**src/rtl/serial_adder_pkg.sv**
```systemverilog
// Shared types and defaults for the bit-serial adder controller.
package serial_adder_pkg;

    localparam int WIDTH_DEF = 8;

    typedef enum logic [1:0] {
        IDLE = 2'd0,
        RUN  = 2'd1,
        DONE = 2'd2
    } state_t;

endpackage

```
**src/rtl/half_adder.sv**
```systemverilog
// One-bit half adder; two of these plus an OR form the serial full-adder slice.
module half_adder (
    input  logic a,
    input  logic b,
    output logic s,
    output logic c
);

    assign s = a ^ b;
    assign c = a & b;

endmodule

```
**src/rtl/serial_adder_ctrl.sv**
```systemverilog
// Bit-serial a+b, LSB first, one bit per clock through a single full-adder slice.
// Results land in sum/carry only at the end of the last RUN cycle and hold until the next completion.
module serial_adder_ctrl
    import serial_adder_pkg::*;
#(
    parameter int WIDTH = WIDTH_DEF
) (
    input  logic             clk,
    input  logic             rst,
    input  logic             start,
    input  logic [WIDTH-1:0] a,
    input  logic [WIDTH-1:0] b,
    output logic             busy,
    output logic             done,
    output logic [WIDTH-1:0] sum,
    output logic             carry
);

    localparam int CW = $clog2(WIDTH) + 1;

    state_t           state, state_nx;
    logic [WIDTH-1:0] sh_a, sh_b, acc;
    logic             cy;
    logic [CW-1:0]    cnt;
    logic             last;
    logic             s0, c0, c1, fa_s, fa_c;

    half_adder u_ha0 (.a(sh_a[0]), .b(sh_b[0]), .s(s0),   .c(c0));
    half_adder u_ha1 (.a(s0),      .b(cy),      .s(fa_s), .c(c1));
    assign fa_c = c0 | c1;

    assign last = (cnt == CW'(WIDTH - 1));
    assign busy = (state == RUN);
    assign done = (state == DONE);

    always_ff @(posedge clk) begin
        if (rst) state <= IDLE;
        else     state <= state_nx;
    end

    always_comb begin
        state_nx = state;
        case (state)
            IDLE:    if (start) state_nx = RUN;
            RUN:     if (last)  state_nx = DONE;
            DONE:    state_nx = IDLE;
            default: state_nx = IDLE;
        endcase
    end

    always_ff @(posedge clk) begin
        if (rst) begin
            sh_a  <= '0;
            sh_b  <= '0;
            acc   <= '0;
            cy    <= 1'b0;
            cnt   <= '0;
            sum   <= '0;
            carry <= 1'b0;
        end else begin
            case (state)
                IDLE: begin
                    if (start) begin
                        sh_a <= a;
                        sh_b <= b;
                        acc  <= '0;
                        cy   <= 1'b0;
                        cnt  <= '0;
                    end
                end
                RUN: begin
                    // sum bits enter at the MSB so bit 0 reaches position 0 after WIDTH shifts
                    acc  <= {fa_s, acc[WIDTH-1:1]};
                    cy   <= fa_c;
                    sh_a <= sh_a >> 1;
                    sh_b <= sh_b >> 1;
                    cnt  <= cnt + CW'(1);
                    if (last) begin
                        sum   <= {fa_s, acc[WIDTH-1:1]};
                        carry <= fa_c;
                    end
                end
                default: ;
            endcase
        end
    end

endmodule

```
**config.mk**
```make
export PLATFORM = sky130hd
export DESIGN_NAME = serial_adder_ctrl
export DESIGN_NICKNAME = d
export VERILOG_FILES = /design/src/rtl/serial_adder_pkg.sv /design/src/rtl/half_adder.sv /design/src/rtl/serial_adder_ctrl.sv
export SDC_FILE = /design/constraint.sdc
export NUM_CORES = 1
export LEC_CHECK = 0
export CAP_MARGIN = 40
export CORE_MARGIN = 2
export CORE_UTILIZATION = 40
export CTS_CLUSTER_SIZE = 25
export DETAILED_ROUTE_END_ITERATION = 10
export GPL_TIMING_DRIVEN = 0
export HOLD_SLACK_MARGIN = 0.03
export PLACE_DENSITY = 0.76
export SYNTH_ARGS = -nofsm -noshare
export SYNTH_HDL_FRONTEND = slang
export SYNTH_SLANG_ARGS = --single-unit
```
**constraint.sdc**
```tcl
create_clock -name clk -period 1.2 [get_ports clk]
set_input_delay 0.18 -clock clk [delete_from_list [all_inputs] [get_ports clk]]
set_output_delay 0.18 -clock clk [all_outputs]
set_load 0.01 [all_outputs]
```
==> results of run 1 <==
[synth_stat cells (2+ instances only)]
cell       instances
buf_4              2
nor2b_1            4
mux2i_1            9
nand2_1            9
dfxtp_1           39
nand2b_1          20
clkbuf_1           5
buf_6              2
nor2_1            29
a21oi_1            9
nand3_1            2
o22ai_1            6
a22oi_1            9
o2bb2ai_1          4
a211oi_1          15
buf_2              3
[report_power, final]
part,switching [mW],internal (mW),leakage [nW]
sequential,0.0459,1.35,0.321
combinational,0.210,0.239,0.583
clock,0.452,0.408,0.0422
total,0.708,2.00,0.946
[worst max-delay path: stages, from the launching register on]
cell and delay, ps:
dfxtp_4 360, buf_6 130, o21bai_4 220, buf_6 160, a311oi_1 340
[final cells by class]
cell class	instances	area share, %
flip-flops and latches	39	31.9
clock buffers	7	3.07
plain buffers	11	3.98
multi-input cells	128	38.6
clock inverters	1	0.202
well taps	50	2.52
repair buffers	46	18.3
inverters	3	1.41
[state kept, by name, summed over array words and instances, names as in the netlist]
name / count
sh_a: 8
sh_b: 8
sum: 8
acc: 7
cnt: 4
state: 2
carry: 1
cy: 1
[per-stage QoR]
step	setup TNS, ps	setup WS, ps	cell area (sq um)	util (%)
after floorplan	0	9.93	1690	-
after global placement	-13600	-517	2030	50.5
after detailed placement	-13720	-516	2030	50.5
after CTS	-520	-63.0	2240	55.6
after global routing	-1620	-153	2480	61.6
final	-817	-134	2480	61.6
[repair_timing]
| action | 4_1_cts | 5_1_grt |
|---|---|---|
| setup endpoints to repair | 41 | 40 |
| pin swaps | 2 | 16 |
| gates resized for setup | 39 | 49 |
| gates cloned | 1 | 2 |
| buffers inserted | 11 | 4 |
[path summary, 6_finish.rpt]
path,startpoint,to,cells past startpoint
setup / recovery,state[1]$_SDFFE_PP0P_,state[0]$_SDFFE_PP0P_,4
hold reg to reg,sum[2]$_SDFFE_PP0P_,sum[2]$_SDFFE_PP0P_,2
hold / removal,start,sh_a[1]$_SDFFE_PP0P_,3
setup reg to reg,state[1]$_SDFFE_PP0P_,state[0]$_SDFFE_PP0P_,4
[per-layer routing]
layer  wire length (microns)  part of all wire [%]
met5                       0                     0
met4                      79                   1.9
met3                     224                   5.3
met2                    2110                    50
met1                    1810                    43
[cell families (layout without fill, tap and decap cells)]
| family | Yosys count | in the layout |
|---|---|---|
| compound gates | 48 | 48 |
| fa+ha+maj | 2 | 2 |
| buf+inv | 16 | 68 |
| flops | 39 | 39 |
| mux | 9 | 9 |
| simple gates | 69 | 69 |
==> impl_metrics.tcl, run 1 <==
set metrics [dict create \
    worstMarginPinSlew_ps 346 \
    ys.flop_type "dfxtp_1" \
    setup_viol 16 \
    synth_top_family_by_area "compound AO/OA/AOI/OAI gates" \
    die_w_microns 68.7 \
    io_buffers 28 \
    power_density_nw_per_um2 1090 \
    netlist-cell-type-count 32 \
    rsz0062_at_grt "true" \
    violations "negative setup slack" \
    dp.cells 261 \
    viasPerCell 5.31 \
    antenna_found_initial 0 \
    synth_xor_area_share_pct 0 \
    syn-instance-count 183 \
    h-tree-depth 2 \
    synth_fa_ha_area_share_pct 1.94 \
    synthMuxAreaShare_pct 5.37 \
    drt-initial-drc-count 87 \
    ys_ff_latch 39 \
    antennaDiodeCount 0 \
    multi_input_area_sq_um 957 \
    final_cell_mix "dfxtp_1, nor2_1, nand2b_1" \
    drc 0 \
    cp-start-kind "flop" \
    cts_tree "done" \
    busiest_layer "met2" \
    die_h_microns 68.7 \
    grt.total_usage_pct 17.5 \
    grt_use_met1_pct 22.5 \
    clock_path_buffers 2 \
    status "finished with violations" \
    num_vias 1513 \
    layout_worst_path_cycle_share_pct 111 \
    syn_to_final_growth_pct 48.1 \
    maxCapViolCount 0 \
    cts.sinks 39 \
    fin_skew_ps 6.46 \
    synth_compound_area_share_pct 20.5 \
    routed_wl_mm 4.23 \
    cts_root_buffer "clkbuf_8" \
    use_met2_pct 27.6 \
    fillCellCount 332 \
    firstDrtPassIters 4 \
    grt_pass1_vias 1326 \
    async_flop_share_pct 0 \
    p_leak_nw 0.946 \
    max_freq_mhz 750 \
    clk-insertion-delay-late_ps 290 \
    netlist_area_sq_um 1680 \
    io_pins 30 \
    reg2reg_setup_slack_ps -130 \
    synth_fp_nets 204 \
    num_rows 23 \
    layout-drive-gt1-share_pct 33.6 \
    antenna_left 0 \
    timing.hold.ws_ps 306 \
    avgSynthCellArea_sq_um 9.16 \
    overflow 0 \
    die_area_sq_um 4730 \
    cts_hold_buf 0 \
    place.gp.congestion 0.779 \
    clk_transition_reported_paths_ps 80 \
    met3_usage_pct 4.38 \
    fp.coreArea_sq_um 4030 \
    setup_ws_ps -134 \
    grt_pass1_wl_mm 6.02 \
    crit_type "flop to flop" \
    ir_drop_mv 0.689 \
    worstPathRequired_ps 1370 \
    path_max_fanout 8 \
    crit_path_end_kind "flop" \
    wl_per_cell_microns 14.8 \
    grt_max_degree 12 \
    synth.largest_area_cell "dfxtp_1" \
    cts_made_buffers 5 \
    maxSlewViolCount 0 \
    fin_crit_ps 1330 \
    finalNonFillerCells 285 \
    mostFrequentLayoutCell "dfxtp_1" \
    synth.area.top_cells "dfxtp_1, nand2b_1, a211oi_1" \
    initial_core_util_pct 41.6 \
    synth_top_area_share_pct 46.6 \
    fin_nets 255 \
    slew_headroom_pct 76.8 \
    hold_viol 0 \
    hp-class "input port to flop" \
    power.total_mw 2.70 \
    yosys.area_share.simple_pct 20.2 \
    synth_edf_count 0 \
    ff_latch_area_sq_um 792 \
    dp_hpwl_mm 2.33 \
    ys_warn_count 0 \
    yosysSeqAreaShare_pct 46.6 \
    cp.arrival_ps 1500 \
]
(Power assumes the default switching activity.)
==> run 2, diff against run 1 <==
--- a/config.mk
+++ b/config.mk
@@ -11,8 +11,9 @@
 export CTS_CLUSTER_SIZE = 25
 export DETAILED_ROUTE_END_ITERATION = 10
 export GPL_TIMING_DRIVEN = 0
-export HOLD_SLACK_MARGIN = 0.03
+export HOLD_SLACK_MARGIN = 0.05
 export PLACE_DENSITY = 0.76
+export SLEW_MARGIN = 10
 export SYNTH_ARGS = -nofsm -noshare
 export SYNTH_HDL_FRONTEND = slang
 export SYNTH_SLANG_ARGS = --single-unit
==> results of run 2 <==
No change in the layout: final DEF, timing and power equal those of run 1.
==> run 3, diff against run 2 <==
--- a/config.mk
+++ b/config.mk
@@ -5,7 +5,8 @@
 export SDC_FILE = /design/constraint.sdc
 export NUM_CORES = 1
 export LEC_CHECK = 0
-export CAP_MARGIN = 40
+export CAP_MARGIN = 20
+export CORE_ASPECT_RATIO = 0.5
 export CORE_MARGIN = 2
 export CORE_UTILIZATION = 40
 export CTS_CLUSTER_SIZE = 25
==> run 3 against run 2 <==
Effect of this change:
- cell count is 1.1% higher
- non-clock buffer count is 1 lower
- die area increased by 0.67%
- sequential cell count did not move
- power grew 7.0%
- clock skew up 3.3 ps
- global-route usage rose by 2.3 points
- combinational power is 4% lower
- the run still ends with negative setup slack left
- largest cell class unchanged
- highest routed layer unchanged
- setup slack improved by 40 ps
==> impl_metrics.tcl, run 3 (synthesized netlist as in run 1, its figures left out) <==
set metrics [dict create \
    power_density_nw_per_um2 1180 \
    ff2ff_path_depth 6 \
    io_buffers 28 \
    drt-initial-drc-count 110 \
    cts_hold_buf 0 \
    place.gp.congestion 0.811 \
    reg.largest.list "sh_a x8, sh_b x8, sum x8" \
    grt_max_degree 12 \
    worstPathRequired_ps 1420 \
    routed_wl_mm 4.49 \
    grt.total_usage_pct 19.8 \
    drc 0 \
    finalNonFillerCells 288 \
    clk-insertion-delay-late_ps 300 \
    fin_crit_ps 1290 \
    status "finished with violations" \
    dp.cells 265 \
    grt_pass1_vias 1408 \
    dp_hpwl_mm 2.54 \
    overflow 0 \
    worstHoldPathCells 3 \
    path_max_fanout 5 \
    wl_per_cell_microns 15.6 \
    layout-drive-gt1-share_pct 27.8 \
    max_freq_mhz 773 \
    preCtsSetupSlack_ps -565 \
    final_util_pct 62.0 \
    cts_made_buffers 5 \
    maxCapViolCount 0 \
    slew_headroom_pct 79.9 \
    num_vias 1531 \
    cts_root_buffer "clkbuf_8" \
    power.total_mw 2.89 \
    grt_pass1_wl_mm 6.91 \
    antenna_found_initial 0 \
    setup_ws_ps -93.6 \
    viasPerCell 5.32 \
    antennaDiodeCount 0 \
    die_h_microns 49.8 \
    postLayoutCellArea_sq_um 2460 \
    cp.arrival_ps 1520 \
    fin_skew_ps 9.78 \
    io_pins 30 \
    hp-start "start" \
    cts_tree "done" \
    firstDrtPassIters 4 \
    die_area_sq_um 4760 \
    cp-startpoint "state[1]$_SDFFE_PP0P_" \
    rsz0062_at_grt "true" \
    antenna_left 0 \
    violations "negative setup slack" \
    ir_drop_mv 0.808 \
    syn_to_final_growth_pct 46.6 \
    setup_viol 14 \
    clk_transition_reported_paths_ps 80 \
    cp-start-kind "flop" \
    mostFrequentLayoutCell "dfxtp_1" \
    worstMarginPinSlew_ps 301 \
    hold_viol 0 \
    worstReg2RegStart "state[1]$_SDFFE_PP0P_" \
    initial_core_util_pct 42.3 \
    crit_type "flop to flop" \
    fin_nets 255 \
    h-tree-depth 2 \
    p_leak_nw 0.952 \
    reg2reg_setup_slack_ps -90 \
    fillCellCount 309 \
    layout_worst_path_cycle_share_pct 108 \
    num_rows 16 \
    final_cell_mix "dfxtp_1, nor2_1, nand2b_1" \
    cts.sinks 39 \
    clock_path_buffers 2 \
    hp-class "input port to flop" \
    fp.coreArea_sq_um 3960 \
    crit_path_end_kind "flop" \
    maxSlewViolCount 0 \
    place_area_sq_um 2040 \
    die_w_microns 95.6 \
]
-- run 3: critical path: stages, from the launching register on --
cell	delay, ps
dfxtp_4	350
nand2b_4	160
inv_8	70
buf_6	90
and3_4	220
buf_12	130
mux2i_1	190
-- run 3: layout make-up --
type / instances / area (sq um) / share of cell area [%]
Tap cell: 54 / 67.6 / 2.75
Buffer: 11 / 100 / 4.07
Sequential cell: 39 / 791 / 32.2
Inverter: 3 / 27.5 / 1.12
Timing Repair Buffer: 45 / 454 / 18.5
Multi-Input combinational cell: 129 / 915 / 37.2
Clock inverter: 1 / 30.0 / 1.22
Clock buffer: 6 / 72.6 / 2.95
-- run 3: final timing paths --
check | to
worst max-delay path | sum[0]$_SDFFE_PP0P_
worst min-delay path | sh_a[3]$_SDFFE_PP0P_
worst min register to register | sum[7]$_SDFFE_PP0P_
worst max register to register | sum[0]$_SDFFE_PP0P_
-- run 3: repair_timing --
action / CTS / global route
setup buffers: 13 / 4
pin swaps: 15 / 12
gates cloned: 1 / 3
gates resized for setup: 47 / 29
endpoints found under the setup margin: 42 / 39
-- run 3: where the power goes --
group | total (mW) | leakage, nW | internal [mW] | switching [mW]
registers | 1.39 | 0.321 | 1.35 | 0.0406
clock network | 1.07 | 0.0513 | 0.610 | 0.462
logic | 0.433 | 0.580 | 0.228 | 0.205
total | 2.89 | 0.952 | 2.19 | 0.708
-- run 3: through the flow --
step	TNS [ps]	hold slack (ps)
2_1_floorplan	0	321
3_3_place_gp	-13720	460
3_5_place_dp	-14980	464
4_1_cts	-1010	273
5_1_grt	-1790	325
6_report	-835	321
-- run 3: metal layers --
| metal | part of all wire, % | routed length, microns | GRT usage (%) | vias up |
|---|---|---|---|---|
| met5 | 0 | 0 | 0 | - |
| met4 | 2.3 | 103 | 11.4 | 0 |
| met3 | 5.8 | 261 | 5.66 | 6 |
| met2 | 46 | 2080 | 29.3 | 45 |
| met1 | 46 | 2050 | 25.7 | 732 |
| li1 | - | - | - | 748 |
